**config.mk**
```make
export PLATFORM = sky130hd
export DESIGN_NAME = freq_gate_ctrl_flat
export DESIGN_NICKNAME = d
export VERILOG_FILES = /design/src/rtl/freq_meter_pkg.sv /design/src/rtl/freq_gate_ctrl_if.sv /design/src/rtl/freq_gate_ctrl_gate_timer.sv /design/src/rtl/freq_gate_ctrl.sv /design/src/flat_wrapper.sv
export SDC_FILE = /design/constraint.sdc
export NUM_CORES = 1
export LEC_CHECK = 0
export BUFFER_PORTS_ARGS = -buffer_cell sky130_fd_sc_hd__buf_4
export CAP_MARGIN = 0
export CORE_ASPECT_RATIO = 0.9
export CORE_UTILIZATION = 40
export CTS_CLUSTER_DIAMETER = 60
export DETAILED_ROUTE_END_ITERATION = 6
export HOLD_SLACK_MARGIN = 0.1
export PLACE_DENSITY = 0.65
export SLEW_MARGIN = 30
export SYNTH_ARGS = -nofsm -noshare
export SYNTH_HDL_FRONTEND = slang
export SYNTH_HIERARCHICAL = 1
export SYNTH_SLANG_ARGS = --single-unit
```
**constraint.sdc**
```tcl
create_clock -name clk -period 2.5 [get_ports clk]
set_input_delay 0.125 -clock clk [delete_from_list [all_inputs] [get_ports clk]]
set_output_delay 0.125 -clock clk [all_outputs]
set_load 0.01 [all_outputs]
```
**src/rtl/freq_meter_pkg.sv**
```systemverilog
// Shared types and constant helpers for the frequency-meter gate sequencer.
package freq_meter_pkg;

  typedef enum logic [2:0] {IDLE, CLEAR, GATE, SETTLE, LATCH, HOLD} state_t;

  localparam int NUM_DIGITS = 6;
  localparam int RANGE_MAX  = 2;

  // Gate length for range r; only ever evaluated on elaboration constants.
  function automatic int gate_len(input int gate_cycles, input int r);
    int len;
    len = gate_cycles;
    for (int i = 0; i < r; i++) len = len / 10;
    return len;
  endfunction

  // One timer serves both the gate and the hold interval, so size it for the longer one.
  function automatic int timer_width(input int gate_cycles, input int hold_cycles);
    int longest;
    longest = (gate_cycles > hold_cycles) ? gate_cycles : hold_cycles;
    return $clog2(longest + 1);
  endfunction

endpackage

```
**src/rtl/freq_gate_ctrl_if.sv**
```systemverilog
// Counter-chain and result bundle between the gate sequencer and its neighbours.
interface freq_gate_ctrl_if #(
  parameter int NUM_DIGITS = freq_meter_pkg::NUM_DIGITS
);
  logic                    cnt_en;
  logic                    cnt_clr;
  logic [4*NUM_DIGITS-1:0] cnt_data;
  logic                    cnt_cout;
  logic [4*NUM_DIGITS-1:0] result;
  logic [1:0]              result_range;
  logic                    result_ovf;
  logic                    result_valid;

  modport master (
    output cnt_en, cnt_clr, result, result_range, result_ovf, result_valid,
    input  cnt_data, cnt_cout
  );

  modport slave (
    input  cnt_en, cnt_clr, result, result_range, result_ovf, result_valid,
    output cnt_data, cnt_cout
  );
endinterface

```
**src/rtl/freq_gate_ctrl_gate_timer.sv**
```systemverilog
// Loadable down-counter; done is high on the last cycle of an enabled interval.
module gate_timer #(
  parameter int WIDTH = 8
) (
  input  logic             clk,
  input  logic             srst,
  input  logic             load,
  input  logic [WIDTH-1:0] load_val,
  input  logic             en,
  output logic             done
);
  logic [WIDTH-1:0] count_reg;
  logic [WIDTH-1:0] count_next;

  always_comb begin
    count_next = count_reg;
    if (load) begin
      count_next = load_val;
    end else if (en && (count_reg != '0)) begin
      count_next = count_reg - WIDTH'(1);
    end
  end

  always_ff @(posedge clk) begin
    if (srst) begin
      count_reg <= '0;
    end else begin
      count_reg <= count_next;
    end
  end

  // A load of N yields exactly N enabled cycles; a load of 0 behaves like 1.
  assign done = en && (count_reg <= WIDTH'(1));
endmodule

```
**src/rtl/freq_gate_ctrl.sv**
```systemverilog
// Frequency-meter measurement sequencer: clear, gate, settle, latch, hold.
// Define AUTO_RANGE_EN to auto-range the gate from 1 s down to 10 ms.
module freq_gate_ctrl
  import freq_meter_pkg::*;
#(
  parameter int GATE_CYCLES = 50000000,
  parameter int HOLD_CYCLES = 25000000,
  parameter int NUM_DIGITS  = freq_meter_pkg::NUM_DIGITS
) (
  input  logic             clk,
  input  logic             Rst,
  input  logic             run,
  input  logic [1:0]       range_sel,
  output logic             busy,
  freq_gate_ctrl_if.master cnt_bus
);
  localparam int DW = 4 * NUM_DIGITS;
  localparam int TW = timer_width(GATE_CYCLES, HOLD_CYCLES);
  localparam logic [TW-1:0] LEN0 = TW'(gate_len(GATE_CYCLES, 0));
  localparam logic [TW-1:0] LEN1 = TW'(gate_len(GATE_CYCLES, 1));
  localparam logic [TW-1:0] LEN2 = TW'(gate_len(GATE_CYCLES, 2));
  localparam logic [TW-1:0] HOLD_LOAD = TW'((HOLD_CYCLES < 1) ? 1 : HOLD_CYCLES);

  state_t          state_reg, state_next;
  logic [1:0]      range_reg, range_next;
  logic [1:0]      gate_range;
  logic            ovf_seen_reg, ovf_seen_next;
  logic [DW-1:0]   result_reg;
  logic [1:0]      result_range_reg;
  logic            result_ovf_reg;
  logic            result_valid_reg;
  logic            timer_load, timer_en, timer_done;
  logic [TW-1:0]   timer_load_val;
  logic [TW-1:0]   gate_len_sel;

`ifdef AUTO_RANGE_EN
  logic unused_range_sel;
  assign unused_range_sel = ^range_sel;
  assign gate_range = range_reg;

  // Overflow widens the range (shorter gate); a blank top digit narrows it.
  always_comb begin
    range_next = range_reg;
    if (state_reg == LATCH) begin
      if (ovf_seen_reg && (range_reg < 2'(RANGE_MAX))) begin
        range_next = range_reg + 2'd1;
      end else if (!ovf_seen_reg && (cnt_bus.cnt_data[DW-1 -: 4] == 4'd0) && (range_reg != 2'd0)) begin
        range_next = range_reg - 2'd1;
      end
    end
  end
`else
  assign gate_range = (range_sel > 2'(RANGE_MAX)) ? 2'(RANGE_MAX) : range_sel;
  assign range_next = (state_reg == CLEAR) ? gate_range : range_reg;
`endif

  always_comb begin
    case (gate_range)
      2'd0:    gate_len_sel = LEN0;
      2'd1:    gate_len_sel = LEN1;
      default: gate_len_sel = LEN2;
    endcase
  end

  always_comb begin
    state_next     = state_reg;
    timer_load     = 1'b0;
    timer_load_val = gate_len_sel;
    timer_en       = 1'b0;
    ovf_seen_next  = ovf_seen_reg;
    case (state_reg)
      IDLE: begin
        if (run) state_next = CLEAR;
      end
      CLEAR: begin
        ovf_seen_next = 1'b0;
        timer_load    = 1'b1;
        state_next    = run ? GATE : IDLE;
      end
      GATE: begin
        timer_en      = 1'b1;
        ovf_seen_next = ovf_seen_reg | cnt_bus.cnt_cout;
        if (!run) begin
          state_next = IDLE;
        end else if (timer_done) begin
          state_next = SETTLE;
        end
      end
      SETTLE: begin
        // The chain's last carry can still arrive here.
        ovf_seen_next = ovf_seen_reg | cnt_bus.cnt_cout;
        state_next    = LATCH;
      end
      LATCH: begin
        timer_load     = 1'b1;
        timer_load_val = HOLD_LOAD;
        state_next     = HOLD;
      end
      HOLD: begin
        timer_en = 1'b1;
        if (timer_done) state_next = run ? CLEAR : IDLE;
      end
      default: state_next = IDLE;
    endcase
  end

  always_ff @(posedge clk) begin
    if (Rst) begin
      state_reg        <= IDLE;
      range_reg        <= 2'd0;
      ovf_seen_reg     <= 1'b0;
      result_reg       <= '0;
      result_range_reg <= 2'd0;
      result_ovf_reg   <= 1'b0;
      result_valid_reg <= 1'b0;
    end else begin
      state_reg        <= state_next;
      range_reg        <= range_next;
      ovf_seen_reg     <= ovf_seen_next;
      result_valid_reg <= (state_reg == LATCH);
      if (state_reg == LATCH) begin
        result_reg       <= cnt_bus.cnt_data;
        result_range_reg <= range_reg;
        result_ovf_reg   <= ovf_seen_reg;
      end
    end
  end

  gate_timer #(
    .WIDTH(TW)
  ) u_timer (
    .clk      (clk),
    .srst     (Rst),
    .load     (timer_load),
    .load_val (timer_load_val),
    .en       (timer_en),
    .done     (timer_done)
  );

  assign cnt_bus.cnt_en       = (state_reg == GATE);
  assign cnt_bus.cnt_clr      = (state_reg == CLEAR);
  assign cnt_bus.result       = result_reg;
  assign cnt_bus.result_range = result_range_reg;
  assign cnt_bus.result_ovf   = result_ovf_reg;
  assign cnt_bus.result_valid = result_valid_reg;
  assign busy                 = (state_reg != IDLE);
endmodule
```
**src/flat_wrapper.sv**
```systemverilog
// flat-port wrapper written by rule: the top's interface ports become plain ports
module freq_gate_ctrl_flat import freq_meter_pkg::*;
#(
  parameter int GATE_CYCLES = 50000000,
  parameter int HOLD_CYCLES = 25000000,
  parameter int NUM_DIGITS  = freq_meter_pkg::NUM_DIGITS
)
  (clk, Rst, run, range_sel, busy, cnt_bus_cnt_en, cnt_bus_cnt_clr, cnt_bus_result, cnt_bus_result_range, cnt_bus_result_ovf, cnt_bus_result_valid, cnt_bus_cnt_data, cnt_bus_cnt_cout);
  freq_gate_ctrl_if #(.NUM_DIGITS(NUM_DIGITS)) cnt_bus_i ();
  input  logic clk;
  input  logic Rst;
  input  logic run;
  input  logic [1:0] range_sel;
  output logic busy;
  output wire logic [$bits(cnt_bus_i.cnt_en)-1:0] cnt_bus_cnt_en;
  output wire logic [$bits(cnt_bus_i.cnt_clr)-1:0] cnt_bus_cnt_clr;
  output wire logic [$bits(cnt_bus_i.result)-1:0] cnt_bus_result;
  output wire logic [$bits(cnt_bus_i.result_range)-1:0] cnt_bus_result_range;
  output wire logic [$bits(cnt_bus_i.result_ovf)-1:0] cnt_bus_result_ovf;
  output wire logic [$bits(cnt_bus_i.result_valid)-1:0] cnt_bus_result_valid;
  input wire logic [$bits(cnt_bus_i.cnt_data)-1:0] cnt_bus_cnt_data;
  input wire logic [$bits(cnt_bus_i.cnt_cout)-1:0] cnt_bus_cnt_cout;
  assign cnt_bus_cnt_en = cnt_bus_i.cnt_en;
  assign cnt_bus_cnt_clr = cnt_bus_i.cnt_clr;
  assign cnt_bus_result = cnt_bus_i.result;
  assign cnt_bus_result_range = cnt_bus_i.result_range;
  assign cnt_bus_result_ovf = cnt_bus_i.result_ovf;
  assign cnt_bus_result_valid = cnt_bus_i.result_valid;
  assign cnt_bus_i.cnt_data = cnt_bus_cnt_data;
  assign cnt_bus_i.cnt_cout = cnt_bus_cnt_cout;
  freq_gate_ctrl #(.GATE_CYCLES(GATE_CYCLES), .HOLD_CYCLES(HOLD_CYCLES), .NUM_DIGITS(NUM_DIGITS)) u_core (.clk(clk), .Rst(Rst), .run(run), .range_sel(range_sel), .busy(busy), .cnt_bus(cnt_bus_i));
endmodule
```
; After elaboration in Yosys (flattened, before gate mapping)
; Cells that the tools add are included.
[totals]
wordCells = 48
regBits = 60
inputBits = 30
output_inout_bits = 31
[classes]
n_addsub = 1
bitwise = 1
magnitude_cmp = 2
n_eq_ne = 9
muxes = 15
n_reduce_logical = 12
[ops]
columns = cell, count
row1 = $mux 26, 3
row2 = $pmux 26 s2, 1
row3 = $le 26x1->1 const B, 1
row4 = $reduce_bool 26->1, 1
row5 = $sub 26x1->26 const B, 1
row6 = $pmux 3 s6, 1
row7 = $mux 3, 4
row8 = $eq 3x2->1 const B, 2
row9 = $eq 3x3->1 const B, 2
row10 = $reduce_or 2->1, 3
row11 = $mux 2, 2
row12 = $reduce_bool 2->1, 2
row13 = $eq 3x1->1 const B, 1
row14 = $logic_not 3->1, 1
row15 = $mux 1, 3
row16 = $ne 3x2->1 const B, 1
row17 = $reduce_and 3->1, 1
row18 = $reduce_bool 3->1, 1
row19 = $eq 2x1->1 const B, 1
row20 = $gt 2x2->1 const B, 1
row21 = $logic_and 1x1->1, 2
row22 = $logic_not 2->1, 1
row23 = $ne 2x1->1 const B, 1
row24 = $ne 2x2->1 const B, 1
row25 = other kinds (2), 2

; Depth between registers and ports, before layout
; Gate-level depths: netlist of run 1.
[depth]
word_depth = 7
ltp_mapped = 10
ltp_nobuf = 7

; Hierarchy
; The synthesis of run 1 kept the hierarchy.
[by_module_without_submodules]
columns = module, area_each_um2, n_inst, seq_area_each_um2, cells_per_inst
row1 = gate_timer, 1674.1, 1, 520.5, 202
row2 = freq_gate_ctrl, 1363.8, 1, 680.7, 173

; Worst setup path after synthesis of run 1
; OpenSTA, ideal clock, no wires.
[synth_timing]
path_type = register to register
from = reg u_core.state_reg[2]
to = reg u_core.u_timer.count_reg[19]
t_required_ns = 2.409
path_stages_with_launch = 9
setup_time_ns = 0.091
t_arrival_ns = 2.366
path_buffers = 2
slack_ns = 0.043
synth_period_minus_slack_ns = 2.457
cell_sequence = dfxtp_1 clkbuf_1 nor3b_1 o21bai_1 clkbuf_1 nand3_2 a211o_1 or4_1 a311oi_1
[synth_between]
elab_chain_cells = 5
word_cells_on_any_way = 12
cone_classes = 4 x eq/ne / 4 x mux / 4 x reduce/logical
[synth_rtl]
columns = element, line
row1 = from (decl), freq_gate_ctrl.sv:24  ; state_t state_reg, state_next;
row2 = from (signal assigned), freq_gate_ctrl.sv:117  ; state_reg <= state_next;
row3 = $eq 3x2->1, n/a
row4 = named net cnt_bus_cnt_en, flat_wrapper.sv:15  ; output wire logic [$bits(cnt_bus_i.cnt_en)-1:0] cnt_bus_cnt_en;
row5 = $reduce_or 2->1 (no source line), n/a
row6 = $mux 1, freq_gate_ctrl.sv:71  ; case (state_reg)
row7 = named net u_core.timer_en, freq_gate_ctrl.sv:32  ; logic timer_load, timer_en, timer_done;
row8 = $logic_and 1x1->1, freq_gate_ctrl_gate_timer.sv:19  ; end else if (en && (count_reg != '0)) begin
row9 = $reduce_bool 2->1 (no source line), n/a
row10 = to (signal assigned), freq_gate_ctrl_gate_timer.sv:28  ; count_reg <= count_next;
row11 = to (decl), freq_gate_ctrl_gate_timer.sv:12  ; logic [WIDTH-1:0] count_reg;
; The timed path passes the listed nets, and every way through them passes these cells.
; A chain may end at the register's enable or synchronous reset.

; Worst setup path in the final report of run 1
[layout_timing]
from = reg u_core.u_timer.count_reg[0]
to = reg u_core.u_timer.count_reg[13]
[layout_between]
elab_chain_cells = 3
word_cells_on_any_way = 6
cone_classes = 1 x add/sub / 2 x mux / 3 x reduce/logical
[layout_rtl]
columns = element, line
row1 = $sub 26x1->26 or $reduce_bool 26->1 (tied branches), "freq_gate_ctrl_gate_timer.sv:20, freq_gate_ctrl_gate_timer.sv:19"
row2 = $mux 26 or $logic_and 1x1->1 (tied branches), freq_gate_ctrl_gate_timer.sv:19
row3 = $mux 26 or $reduce_bool 2->1 (tied branches), n/a
; Parallel ways exist; a longest one is shown, timed or not. The select of a mux whose other input is x is not followed.

==> metrics.log, run 1 <==
INFO  metric post_synth_most_frequent_cells = sky130_fd_sc_hd__nand2_1 (64), sky130_fd_sc_hd__dfxtp_1 (60), sky130_fd_sc_hd__a21oi_1 (35)
INFO  metric clock_path_buffers = 2
INFO  metric place.detailed.hpwl = slightly above 5000 um
INFO  metric post-route-drc-count = 0
INFO  metric synth_top_flop_cell = sky130_fd_sc_hd__dfxtp_1
INFO  metric slew_headroom = between 50% and 60%
INFO  metric finalWeightedCongestion = between 0.8 and 0.9
INFO  metric xor_and_xnor_fraction_of_the_mapped_netlist_area = under 10%
INFO  metric largest_reg_flops = 26
INFO  metric finalWirelength = between 7000 and 8000 um
INFO  metric synth_cell_type_count = between 50 and 60
INFO  metric asyncSetResetFlopFracSynth = 0%
INFO  metric finalNetCount = 492
INFO  metric power.static_leakage = about 1.5 nW
INFO  metric grt_pass1_vias = 2759
INFO  metric port-buffer-count = 60
INFO  metric grt_pass1_wl = about 13000 um
INFO  metric grt.met3_usage = between 5 and 6%
INFO  metric clock_sinks = 60
INFO  metric clk-insertion-delay-late = 0.34 ns
INFO  metric critPathMaxStageDelay = around 0.53 ns
INFO  metric floorplan.io_pins = between 60 and 70
INFO  metric grt.met2_usage = 32.32%
INFO  metric number_of_filler_cells_placed_in_the_layout = around 670
INFO  metric outcome = completed
INFO  metric postCtsSetupRepairBufs = 0
INFO  metric wl_per_cell = approximately 14 um
INFO  metric rsz_0062_raised_after_global_routing = no
INFO  metric postSynthCellCount = roughly 380
INFO  metric fin_skew = ~0.0039 ns
INFO  metric timing.setup.tns = 0 ns
INFO  metric ys_seq_elements = 60
INFO  metric cts_tree = yes
INFO  metric multiplexer_area_fraction_after_synthesis = 0.9885%
INFO  metric cts_inserted_buffers = 9
INFO  metric ys_warn_count = 6
INFO  metric worst_ep_arrival_time = about 2.5 ns
INFO  metric synth.top_cell.area_share = a little under 40%
INFO  metric finalSetupViolCount = 0
INFO  metric die-area = just under 8000 sq um
INFO  metric timing.critical_path.cells = inv_1 -> ha_1 -> or3b_2 -> nor3_4 -> a31oi_2 -> and4_1 -> a2111oi_1
INFO  metric worst_slew_pin_slew = between 0.6 and 0.7 ns
INFO  metric main_combinational_cell_family_by_area_after_synthesis = simple AND/OR/NAND/NOR gates
INFO  metric top_usage_layer = met2
INFO  metric timing_worst_setup_path_type = reg2reg
INFO  metric ant_nets = 0
INFO  metric insertedDiodeCount = 0
INFO  metric clk_root_buffer_cell = sky130_fd_sc_hd__clkbuf_8
INFO  metric core_region_area = about 7200 sq um
INFO  metric synthToLayoutAreaGrowth = 33.03%
INFO  metric cp_max_fanout = 6
INFO  metric timing.critical_path.required = between 2 and 3 ns
INFO  metric synth_simple_gate_area_share = roughly 29%
INFO  metric p_per_area = 597.7 nW/um^2
INFO  metric total_power = between 0.002 and 0.0025 W
INFO  metric antenna_found_initial = 0
INFO  metric synth-compound-area-share = around a fifth
INFO  metric syn_avg_cell_area = just over 8 sq um
INFO  metric cp-start-kind = flip-flop
INFO  metric floorplan.rows = 29
INFO  metric worstHoldPathType = in2reg
INFO  metric postLayoutCoreUtil = 56.25%
INFO  metric drv.max_cap_violation_count = 0
INFO  metric fmax = between 400 and 500 MHz
INFO  metric met1_usage = 27.00%
INFO  metric effective_utilization_at_floorplan = a little over two fifths
INFO  metric die_width = around 94 um
INFO  metric cts.reportedPaths.clkPinSlew = 0.07 ns
INFO  metric synthAdderAreaFrac = 0.8237%
INFO  metric post-synth-top-count-cell = sky130_fd_sc_hd__nand2_1
INFO  metric slew_violations = 0
INFO  metric drtPass1Iterations = 4
INFO  metric grt_max_degree = 63
INFO  metric yosys_top_cell_by_area = sky130_fd_sc_hd__dfxtp_1
INFO  metric critPathCaptureType = flip-flop
INFO  metric timing.final.crit_period = 2.286 ns
INFO  metric vdd.ir_drop.worst = between 0.3 and 0.4 mV
INFO  metric dieHeight = roughly 85 um
INFO  metric final-instance-count-excl-fill = about 560
INFO  metric grt-ovfl-total = 0
INFO  metric critical-path-top-delay-family = simple AND/OR/NAND/NOR gates
INFO  metric detailedRoute.firstIterationViolations = 210
INFO  metric report.final.hold_viol_count = 0
INFO  metric fin_crit_sh = 91.45%
INFO  metric routed-via-count = 2915
INFO  metric synth_sequential_area_ratio = just under 40%
INFO  metric share_of_post_route_cells_with_drive_strength_above_1 = a little over a fifth
INFO  metric ctsHtreeMaxLevel = 3
INFO  metric grt_usage = around 20%
INFO  metric synth.top_cells.by_area = sky130_fd_sc_hd__dfxtp_1 (40%), sky130_fd_sc_hd__nand2_1 (7.9%), sky130_fd_sc_hd__a21oi_1 (5.8%), sky130_fd_sc_hd__nor2_1 (4.1%), sky130_fd_sc_hd__a211oi_1 (3.5%)
INFO  metric post_drt_via_cell_ratio = 5.233
INFO  metric timing.critical_path.buf_inv = 1
INFO  metric numPlacedInstances = 516
INFO  metric mappedNetlistArea = roughly 3000 sq um
INFO  metric cpMaxStageDelayCell = sky130_fd_sc_hd__or3b_2
INFO  metric synth_enable_flop_cells = 0
through the flow:
stage | setup WS (ns) | instance area (sq um) | hold slack [ns]
floorplan | 0.04278 | 3057 | 0.2610
global placement | 0.2399 | 3571 | 0.3738
detailed placement | 0.1777 | 3571 | 0.3824
CTS | 0.1687 | 4021 | 0.1769
global route | 0.04243 | 4041 | 0.2399
finish | 0.2137 | 4041 | 0.1847
final cells by class:
cell class / count / area, sq um / share of cell area, %
clock buffers: 10 / 137.6 / 3.406
clock inverters: 5 / 52.55 / 1.300
inverters: 19 / 76.32 / 1.889
multi-input cells: 274 / 1658 / 41.02
flip-flops and latches: 60 / 1202 / 29.75
well taps: 93 / 116.4 / 2.879
repair buffers: 96 / 798.3 / 19.75
tightest hold or removal path: stages:
cell and delay, ns:
sky130_fd_sc_hd__buf_4 0.10, sky130_fd_sc_hd__nor2b_1 0.12, sky130_fd_sc_hd__mux2i_1 0.08, sky130_fd_sc_hd__nor2_1 0.07
final timing paths:
| kind | startpoint | end | slack (ns) | depth (start not counted) |
|---|---|---|---|---|
| setup / recovery | u_core/u_timer/count_reg[0] | u_core/u_timer/count_reg[13] | 0.21 | 7 |
| setup reg to reg | u_core/u_timer/count_reg[0] | u_core/u_timer/count_reg[13] | 0.21 | 7 |
| hold / removal | range_sel[0] | u_core/range_reg[0] | 0.18 | 4 |
| hold reg to reg | u_core/cnt_bus.result[12] | u_core/cnt_bus.result[12] | 0.46 | 2 |
cells by family after synthesis:
family,count (synthesis)
and+or+nand+nor,165
AOI/OAI and AO/OA,90
DFF,60
buffers and inverters,46
xor gates and xnor gates,8
muxes,3
adders and majority gates,2
other,1
timing repair:
action	in CTS	in global routing
gates resized for setup	0	6
endpoints found under the hold margin	27	0
hold buffers	26	0
setup endpoints to repair	0	10
metal layers:
layer  part of all wire, %  up-vias  routed length, um
li1                      -     1504                  -
met3                   3.7        4                290
met5                     0        -                  0
met4                  0.58        0                 46
met1                    48     1358               3760
met2                    48       49               3786
cell usage in the layout (no fill, tap or decap), types with 8 or more instances in the layout:
cell type	instances
sky130_fd_sc_hd__dfxtp_1	59
sky130_fd_sc_hd__a311oi_1	8
sky130_fd_sc_hd__a211oi_1	14
sky130_fd_sc_hd__inv_1	18
sky130_fd_sc_hd__a21oi_1	35
sky130_fd_sc_hd__buf_4	69
sky130_fd_sc_hd__or3_1	8
sky130_fd_sc_hd__nor3_1	9
sky130_fd_sc_hd__nor2_1	33
sky130_fd_sc_hd__nand2_1	64
sky130_fd_sc_hd__clkbuf_8	10
sky130_fd_sc_hd__dlygate4sd3_1	26
sky130_fd_sc_hd__xnor2_1	8
where the power goes:
group / switching (W) / total, W / internal (W)
Sequential: 0.0000628 / 0.00107 / 0.00100
Combinational: 0.000262 / 0.000476 / 0.000215
Clock: 0.000397 / 0.000873 / 0.000476
Note: power is estimated with default switching activity, not from simulation.
==> inputs of run 2 (changes only) <==
Settings changed: ABC_AREA set to 1, PLACE_DENSITY 0.65 to 0.64.
Clock period 2.5 ns to 2.4 ns, I/O delays scaled along.
==> run 2 against run 1 <==
Clock skew up 0.0059 ns. Clock power grew 32%. Power up 73%. Highest routed layer unchanged.
==> metrics.log, run 2 <==
INFO  metric outcome = completed (unchanged)
INFO  metric synthToLayoutAreaGrowth = 30.44% (was 33.03%)
INFO  metric port-buffer-count = 60 (unchanged)
INFO  metric mostFrequentLayoutCells = sky130_fd_sc_hd__nor2_1 (150), sky130_fd_sc_hd__nand2_1 (125), sky130_fd_sc_hd__buf_4 (65) (was sky130_fd_sc_hd__buf_4 (69), sky130_fd_sc_hd__nand2_1 (64), sky130_fd_sc_hd__dfxtp_1 (59))
INFO  metric floorplan.io_pins = 61 (unchanged)
INFO  metric grt_pass1_wl = 16440 um (was 12930 um)
INFO  metric fin_skew = 0.009755 ns (was 0.003851 ns)
INFO  metric postSynthCellCount = 543 (was 375)
INFO  metric effective_utilization_at_floorplan = 41.83% (was 42.28%)
INFO  metric synth_cell_type_count = 39 (was 56)
INFO  metric timing_worst_setup_path_type = reg2reg (unchanged)
INFO  metric cts.reportedPaths.clkPinSlew = 0.08 ns (was 0.07 ns)
INFO  metric synth.top_cells.by_area = sky130_fd_sc_hd__dfxtp_1 (35%), sky130_fd_sc_hd__nor2_1 (17%), sky130_fd_sc_hd__nand2_1 (14%), sky130_fd_sc_hd__o21ai_0 (6.3%), sky130_fd_sc_hd__nand3_1 (4.7%) (was sky130_fd_sc_hd__dfxtp_1 (40%), sky130_fd_sc_hd__nand2_1 (7.9%), sky130_fd_sc_hd__a21oi_1 (5.8%), sky130_fd_sc_hd__nor2_1 (4.1%), sky130_fd_sc_hd__a211oi_1 (3.5%))
INFO  metric clock_path_buffers = 2 (unchanged)
INFO  metric post_synth_most_frequent_cells = sky130_fd_sc_hd__nor2_1 (150), sky130_fd_sc_hd__nand2_1 (125), sky130_fd_sc_hd__dfxtp_1 (60) (was sky130_fd_sc_hd__nand2_1 (64), sky130_fd_sc_hd__dfxtp_1 (60), sky130_fd_sc_hd__a21oi_1 (35))
INFO  metric synth.top_cell.area_share = 35.26% (was 39.54%)
INFO  metric power.static_leakage = 2.066 nW (was 1.545 nW)
INFO  metric vdd.ir_drop.worst = 0.4670 mV (was 0.3373 mV)
INFO  metric clk_root_buffer_cell = sky130_fd_sc_hd__clkbuf_8 (unchanged)
INFO  metric finalWeightedCongestion = 0.8861 (was 0.8591)
INFO  metric wl_per_cell = 13.38 um (was 14.15 um)
INFO  metric yosys_top_cell_by_area = sky130_fd_sc_hd__dfxtp_1 (unchanged)
INFO  metric slew_headroom = 50.91% (was 56.91%)
INFO  metric cts_tree = yes (unchanged)
INFO  metric dieHeight = 89.56 um (was 84.68 um)
INFO  metric mappedNetlistArea = 3407 sq um (was 3038 sq um)
INFO  metric finalNetCount = 664 (was 492)
INFO  metric ys_warn_count = 6 (unchanged)
INFO  metric share_of_post_route_cells_with_drive_strength_above_1 = 17.27% (was 21.77%)
INFO  metric cp-start-kind = flip-flop (unchanged)
INFO  metric ctsHtreeMaxLevel = 3 (unchanged)
INFO  metric rsz_0062_raised_after_global_routing = no (unchanged)
INFO  metric timing.critical_path.required = 2.69 ns (was 2.73 ns)
INFO  metric grt_pass1_vias = 3497 (was 2759)
INFO  metric core_region_area = 8145 sq um (was 7184 sq um)
INFO  metric grt-ovfl-total = 0 (unchanged)
INFO  metric detailedRoute.firstIterationViolations = 227 (was 210)
INFO  metric worstHoldPathType = in2reg (unchanged)
INFO  metric die_width = 99.28 um (was 93.86 um)
INFO  metric synth_enable_flop_cells = 0 (unchanged)
INFO  metric antenna_found_initial = 0 (unchanged)
INFO  metric final.hold.worst_slack = 0.1450 ns (was 0.1847 ns)
INFO  metric mostFrequentLayoutCell = sky130_fd_sc_hd__nor2_1 (was sky130_fd_sc_hd__buf_4)
INFO  metric timing.setup.tns = 0 ns (unchanged)
INFO  metric drv.max_cap_violation_count = 0 (unchanged)
INFO  metric critPathCaptureType = flip-flop (unchanged)
INFO  metric slew_violations = 0 (unchanged)
INFO  metric die-area = 8891 sq um (was 7948 sq um)
INFO  metric fmax = 473.7 MHz (was 437.4 MHz)
INFO  metric cts_inserted_buffers = 9 (unchanged)
INFO  metric timing.final.crit_period = 2.111 ns (was 2.286 ns)
INFO  metric post-route-drc-count = 0 (unchanged)
INFO  metric finalWirelength = 9847 um (was 7884 um)
INFO  metric grt_usage = 23.81% (was 20.54%)
INFO  metric report.final.hold_viol_count = 0 (unchanged)
INFO  metric ys_seq_elements = 60 (unchanged)
INFO  metric p_per_area = 942.1 nW/um^2 (was 597.7 nW/um^2)
INFO  metric post-synth-top-count-cell = sky130_fd_sc_hd__nor2_1 (was sky130_fd_sc_hd__nand2_1)
INFO  metric clk-insertion-delay-late = 0.35 ns (was 0.34 ns)
INFO  metric worst_slew_pin_slew = 0.7355 ns (was 0.6464 ns)
INFO  metric cp_max_fanout = 5 (was 6)
INFO  metric grt_max_degree = 32 (was 63)
INFO  metric place.detailed.hpwl = 6858 um (was 5081 um)
INFO  metric synth_sequential_area_ratio = 35.26% (was 39.54%)
INFO  metric postLayoutCoreUtil = 54.56% (was 56.25%)
INFO  metric clock_sinks = 60 (unchanged)
INFO  metric worst_ep_arrival_time = 2.40 ns (was 2.52 ns)
INFO  metric synth_top_flop_cell = sky130_fd_sc_hd__dfxtp_1 (unchanged)
INFO  metric insertedDiodeCount = 0 (unchanged)
INFO  metric asyncSetResetFlopFracSynth = 0% (unchanged)
INFO  metric fin_crit_sh = 87.97% (was 91.45%)
INFO  metric floorplan.rows = 31 (was 29)
INFO  metric total_power = 0.004187 W (was 0.002415 W)
INFO  metric drtPass1Iterations = 4 (unchanged)
INFO  metric post_drt_via_cell_ratio = 4.995 (was 5.233)
INFO  metric routed-via-count = 3676 (was 2915)
INFO  metric largest_reg_flops = 26 (unchanged)
INFO  metric ant_nets = 0 (unchanged)
INFO  metric finalSetupViolCount = 0 (unchanged)
INFO  metric syn_avg_cell_area = 6.274 sq um (was 8.101 sq um)
run 2: kinds of logic after synthesis:
group | Yosys count | synth area share (%)
buf+inv | 65 | 8.410
xor+xnor | 5 | 1.285
compound gates | 70 | 11.24
fa+ha+maj | 2 | 0.7344
simple gates | 340 | 42.97
other cells | 1 | 0.1101
flops | 60 | 35.26
run 2: layer usage:
| layer | GRT usage (%) | share of wire [%] | routed length [um] | vias to the layer above |
|---|---|---|---|---|
| met1 | 28.42 | 45 | 4427 | 1640 |
| li1 | - | - | - | 1889 |
| met3 | 7.506 | 7.3 | 721 | 21 |
| met5 | 0 | 0 | 0 | - |
| met2 | 39.77 | 45 | 4469 | 126 |
| met4 | 10.70 | 2.3 | 229 | 0 |
run 2: worst paths after layout:
kind	end	depth (start not counted)	from	slack, ns
max reg2reg	u_core/state_reg[0]	14	u_core/u_timer/count_reg[0]	0.29
min	u_core/state_reg[1]	2	Rst	0.14
min reg2reg	u_core/range_reg[0]	2	u_core/range_reg[0]	0.49
max	u_core/state_reg[0]	14	u_core/u_timer/count_reg[0]	0.29
run 2: repair_timing:
action                                 in CTS  in global routing
setup buffers                               0                  0
hold buffers                               27                  0
resized for setup                           0                  1
endpoints found under the hold margin      27                  0
setup endpoints to repair                   0                  1
run 2: per-stage QoR:
stage | area, sq um | std cells | setup slack, ns
floorplan | 3426 | 548 | 0.3933
global placement | 3925 | 693 | 0.2657
detailed placement | 3925 | 693 | 0.2407
CTS | 4442 | 736 | 0.2127
global route | 4444 | 736 | 0.006061
finish | 4444 | 736 | 0.2888
run 2: power by group:
group	internal (W)	switching, W	total, W
Combinational	0.000613	0.00116	0.00177
Sequential	0.00112	0.000142	0.00126
Clock	0.000697	0.000456	0.00115
Total	0.00243	0.00176	0.00419
run 2: final cells by class:
type / count / area, sq um
Fill cell: 822 / 3701
Multi-Input combinational cell: 423 / 1941
Sequential cell: 60 / 1201
Timing Repair Buffer: 92 / 758.2
Inverter: 46 / 173.9
Clock buffer: 9 / 123.9
Tap cell: 99 / 123.9
Clock inverter: 7 / 122.6
run 2: critical path, stage by stage (launching register included):
cell,delay [ns]
sky130_fd_sc_hd__dfxtp_1,0.34
sky130_fd_sc_hd__inv_1,0.15
sky130_fd_sc_hd__ha_2,0.27
sky130_fd_sc_hd__nand2_2,0.12
sky130_fd_sc_hd__inv_1,0.12
sky130_fd_sc_hd__nand2_1,0.09
sky130_fd_sc_hd__nor2_1,0.16
sky130_fd_sc_hd__nand3_1,0.10
sky130_fd_sc_hd__a21oi_1,0.17
sky130_fd_sc_hd__inv_1,0.07
sky130_fd_sc_hd__nand4_1,0.12
sky130_fd_sc_hd__nand3_1,0.12
sky130_fd_sc_hd__nand2_1,0.08
sky130_fd_sc_hd__nand2_1,0.05
sky130_fd_sc_hd__nor2_1,0.10
==> inputs of run 3 (changes only) <==
Settings changed: CORE_UTILIZATION 40 to 45, PLACE_DENSITY 0.64 to 0.67.
Clock period 2.4 ns to 2.1 ns, I/O delays scaled along.
==> run 3 against run 2 <==
Wire length up 3.1%. Sequential share of layout area fell by 0.11 points. First-iteration DRC count increased by 36%. Power rose by 11%. Largest power group unchanged.
==> metrics.log, run 3 (synthesized netlist as in run 2, its figures left out) <==
INFO  metric outcome = completed (unchanged)
INFO  metric core_region_area = 7184 sq um (was 8145 sq um)
INFO  metric floorplan.io_pins = 61 (unchanged)
INFO  metric die_width = 93.72 um (was 99.28 um)
INFO  metric effective_utilization_at_floorplan = 47.42% (was 41.83%)
INFO  metric finalSetupViolCount = 0 (unchanged)
INFO  metric grt_pass1_vias = 3602 (was 3497)
INFO  metric final.hold.worst_slack = 0.1582 ns (was 0.1450 ns)
INFO  metric insertedDiodeCount = 0 (unchanged)
INFO  metric grt_pass1_wl = 16880 um (was 16440 um)
INFO  metric floorplan.rows = 29 (was 31)
INFO  metric post_drt_via_cell_ratio = 5.102 (was 4.995)
INFO  metric slew_headroom = 50.96% (was 50.91%)
INFO  metric die-area = 7924 sq um (was 8891 sq um)
INFO  metric clock_sinks = 60 (unchanged)
INFO  metric clock_path_buffers = 2 (unchanged)
INFO  metric cp-endpoint = u_core/state_reg[0] (unchanged)
INFO  metric port-buffer-count = 60 (unchanged)
INFO  metric wl_per_cell = 13.79 um (was 13.38 um)
INFO  metric finalNetCount = 670 (was 664)
INFO  metric fin_crit_sh = 92.27% (was 87.97%)
INFO  metric grt_max_degree = 30 (was 32)
INFO  metric finalWeightedCongestion = 0.9493 (was 0.8861)
INFO  metric timing.setup.tns = 0 ns (unchanged)
INFO  metric cts_inserted_buffers = 9 (unchanged)
INFO  metric numPlacedInstances = 693 (unchanged)
INFO  metric clk-insertion-delay-late = 0.35 ns (about the same)
INFO  metric number_of_filler_cells_placed_in_the_layout = 714 (was 822)
INFO  metric clk_root_buffer_cell = sky130_fd_sc_hd__clkbuf_8 (unchanged)
INFO  metric synthToLayoutAreaGrowth = 30.96% (was 30.44%)
INFO  metric detailedRoute.firstIterationViolations = 309 (was 227)
INFO  metric worst_ep_arrival_time = 2.23 ns (was 2.40 ns)
INFO  metric cts.reportedPaths.clkPinSlew = 0.08 ns (about the same)
INFO  metric slew_violations = 0 (unchanged)
INFO  metric fin_skew = 0.01185 ns (was 0.009755 ns)
INFO  metric timing_worst_setup_path_type = reg2reg (unchanged)
INFO  metric share_of_post_route_cells_with_drive_strength_above_1 = 18.51% (was 17.27%)
INFO  metric timing.final.crit_period = 1.938 ns (was 2.111 ns)
INFO  metric timing.critical_path.required = 2.39 ns (was 2.69 ns)
INFO  metric drv.max_cap_violation_count = 0 (unchanged)
INFO  metric cp-start-kind = flip-flop (unchanged)
INFO  metric finalWirelength = 10150 um (was 9847 um)
INFO  metric ctsHtreeMaxLevel = 3 (unchanged)
INFO  metric vdd.ir_drop.worst = 0.4595 mV (was 0.4670 mV)
INFO  metric final-instance-count-excl-fill = 736 (unchanged)
INFO  metric place.detailed.hpwl = 7011 um (was 6858 um)
INFO  metric largest_reg_flops = 26 (unchanged)
INFO  metric ant_nets = 0 (unchanged)
INFO  metric post-route-drc-count = 0 (unchanged)
INFO  metric report.final.hold_viol_count = 0 (unchanged)
INFO  metric dieHeight = 84.55 um (was 89.56 um)
INFO  metric ff2ff_path_depth = 13 (was 14)
INFO  metric worstHoldPathCells = 3 (was 2)
INFO  metric post-route-worst-setup-slack = 0.1623 ns (was 0.2888 ns)
INFO  metric worst_slew_pin_slew = 0.7348 ns (was 0.7355 ns)
INFO  metric cp_max_fanout = 5 (unchanged)
INFO  metric grt_usage = 27.36% (was 23.81%)
INFO  metric critPathCaptureType = flip-flop (unchanged)
INFO  metric timing.reg2reg.setup_slack = 0.16 ns (was 0.29 ns)
INFO  metric start_of_the_worst_register_to_register_path = u_core/u_timer/count_reg[2] (was u_core/u_timer/count_reg[0])
INFO  metric timing.critical_path.from = u_core/u_timer/count_reg[2] (was u_core/u_timer/count_reg[0])
INFO  metric rsz_0062_raised_after_global_routing = no (unchanged)
INFO  metric mostFrequentLayoutCell = sky130_fd_sc_hd__nor2_1 (unchanged)
INFO  metric fmax = 516.1 MHz (was 473.7 MHz)
INFO  metric sequential_cell_area = 1201 sq um (unchanged)
INFO  metric placement.setup.worst_slack = 0.03104 ns (was 0.2407 ns)
INFO  metric p_per_area = 1041 nW/um^2 (was 942.1 nW/um^2)
INFO  metric grt-ovfl-total = 0 (unchanged)
INFO  metric worstHoldPathType = in2reg (unchanged)
INFO  metric mostFrequentLayoutCells = sky130_fd_sc_hd__nor2_1 (149), sky130_fd_sc_hd__nand2_1 (125), sky130_fd_sc_hd__buf_4 (71) (was sky130_fd_sc_hd__nor2_1 (150), sky130_fd_sc_hd__nand2_1 (125), sky130_fd_sc_hd__buf_4 (65))
INFO  metric timing.rr.end = u_core/state_reg[0] (unchanged)
INFO  metric drtPass1Iterations = 5 (was 4)
INFO  metric routed-via-count = 3755 (was 3676)
INFO  metric power.static_leakage = 2.083 nW (was 2.066 nW)
INFO  metric cts_tree = yes (unchanged)
INFO  metric multi_input_comb_area = 1957 sq um (was 1941 sq um)
INFO  metric antenna_found_initial = 0 (unchanged)
## run 3: layout make-up
cell class	count	area share [%]
Clock buffer	11	3.393
Multi-Input combinational cell	423	43.86
Inverter	46	3.898
Tap cell	93	2.608
Clock inverter	5	1.318
Sequential cell	60	26.92
Timing Repair Buffer	98	18.00
## run 3: layer usage
metal	track usage (%)	vias to the layer above	wire length (um)
met5	0	-	0
met4	11.75	0	213
met3	5.978	22	787
met2	44.92	148	4650
met1	34.31	1682	4501
li1	-	1903	-
## run 3: worst min-delay path by stage
stage,start,endpoint,slack [ns]
6_report,cnt_bus_cnt_cout,u_core/ovf_seen_reg,0.16
5_1_grt,cnt_bus_cnt_cout,u_core/ovf_seen_reg,0.15
4_1_cts,cnt_bus_cnt_cout,u_core/ovf_seen_reg,0.13
3_5_place_dp,cnt_bus_cnt_data[18],u_core/cnt_bus.result[18],0.36
3_3_place_gp,cnt_bus_cnt_data[16],u_core/cnt_bus.result[16],0.35
2_1_floorplan,Rst,u_core/ovf_seen_reg,0.17
## run 3: per-stage QoR
stage                     power, W  utilization [%]  area (sq um)
after floorplan           0.002914                -          3426
after global placement    0.003420            55.16          3963
after detailed placement  0.003435            55.16          3963
after CTS                 0.004604            61.84          4443
after global routing      0.005002            62.10          4462
final                     0.004644            62.10          4462
## run 3: worst max-delay path, cell delays in order, from the launching register on
cell and delay, ns:
sky130_fd_sc_hd__dfxtp_1 0.35, sky130_fd_sc_hd__nor2_1 0.25, sky130_fd_sc_hd__nand2_2 0.14, sky130_fd_sc_hd__inv_1 0.12
sky130_fd_sc_hd__nand2_1 0.09, sky130_fd_sc_hd__nor2_2 0.13, sky130_fd_sc_hd__nand3_1 0.11, sky130_fd_sc_hd__a21oi_2 0.17
sky130_fd_sc_hd__inv_1 0.08, sky130_fd_sc_hd__nand4_1 0.13, sky130_fd_sc_hd__nand3_1 0.11, sky130_fd_sc_hd__nand2_1 0.06
sky130_fd_sc_hd__nand2_1 0.04, sky130_fd_sc_hd__nor2_1 0.10
## run 3: where the power goes
part | switching (W) | leakage [nW] | internal (W) | total (W)
combinational | 0.00136 | 1.49 | 0.000731 | 0.00209
sequential | 0.000153 | 0.489 | 0.00128 | 0.00143
clock | 0.000503 | 0.102 | 0.000615 | 0.00112
total | 0.00202 | 2.08 | 0.00263 | 0.00464
## run 3: timing repair
action | 4_1_cts | 5_1_grt
setup endpoints to repair | 0 | 13
endpoints found under the hold margin | 33 | 0
setup buffers | 0 | 0
resized for setup | 0 | 5
hold buffers | 27 | 0
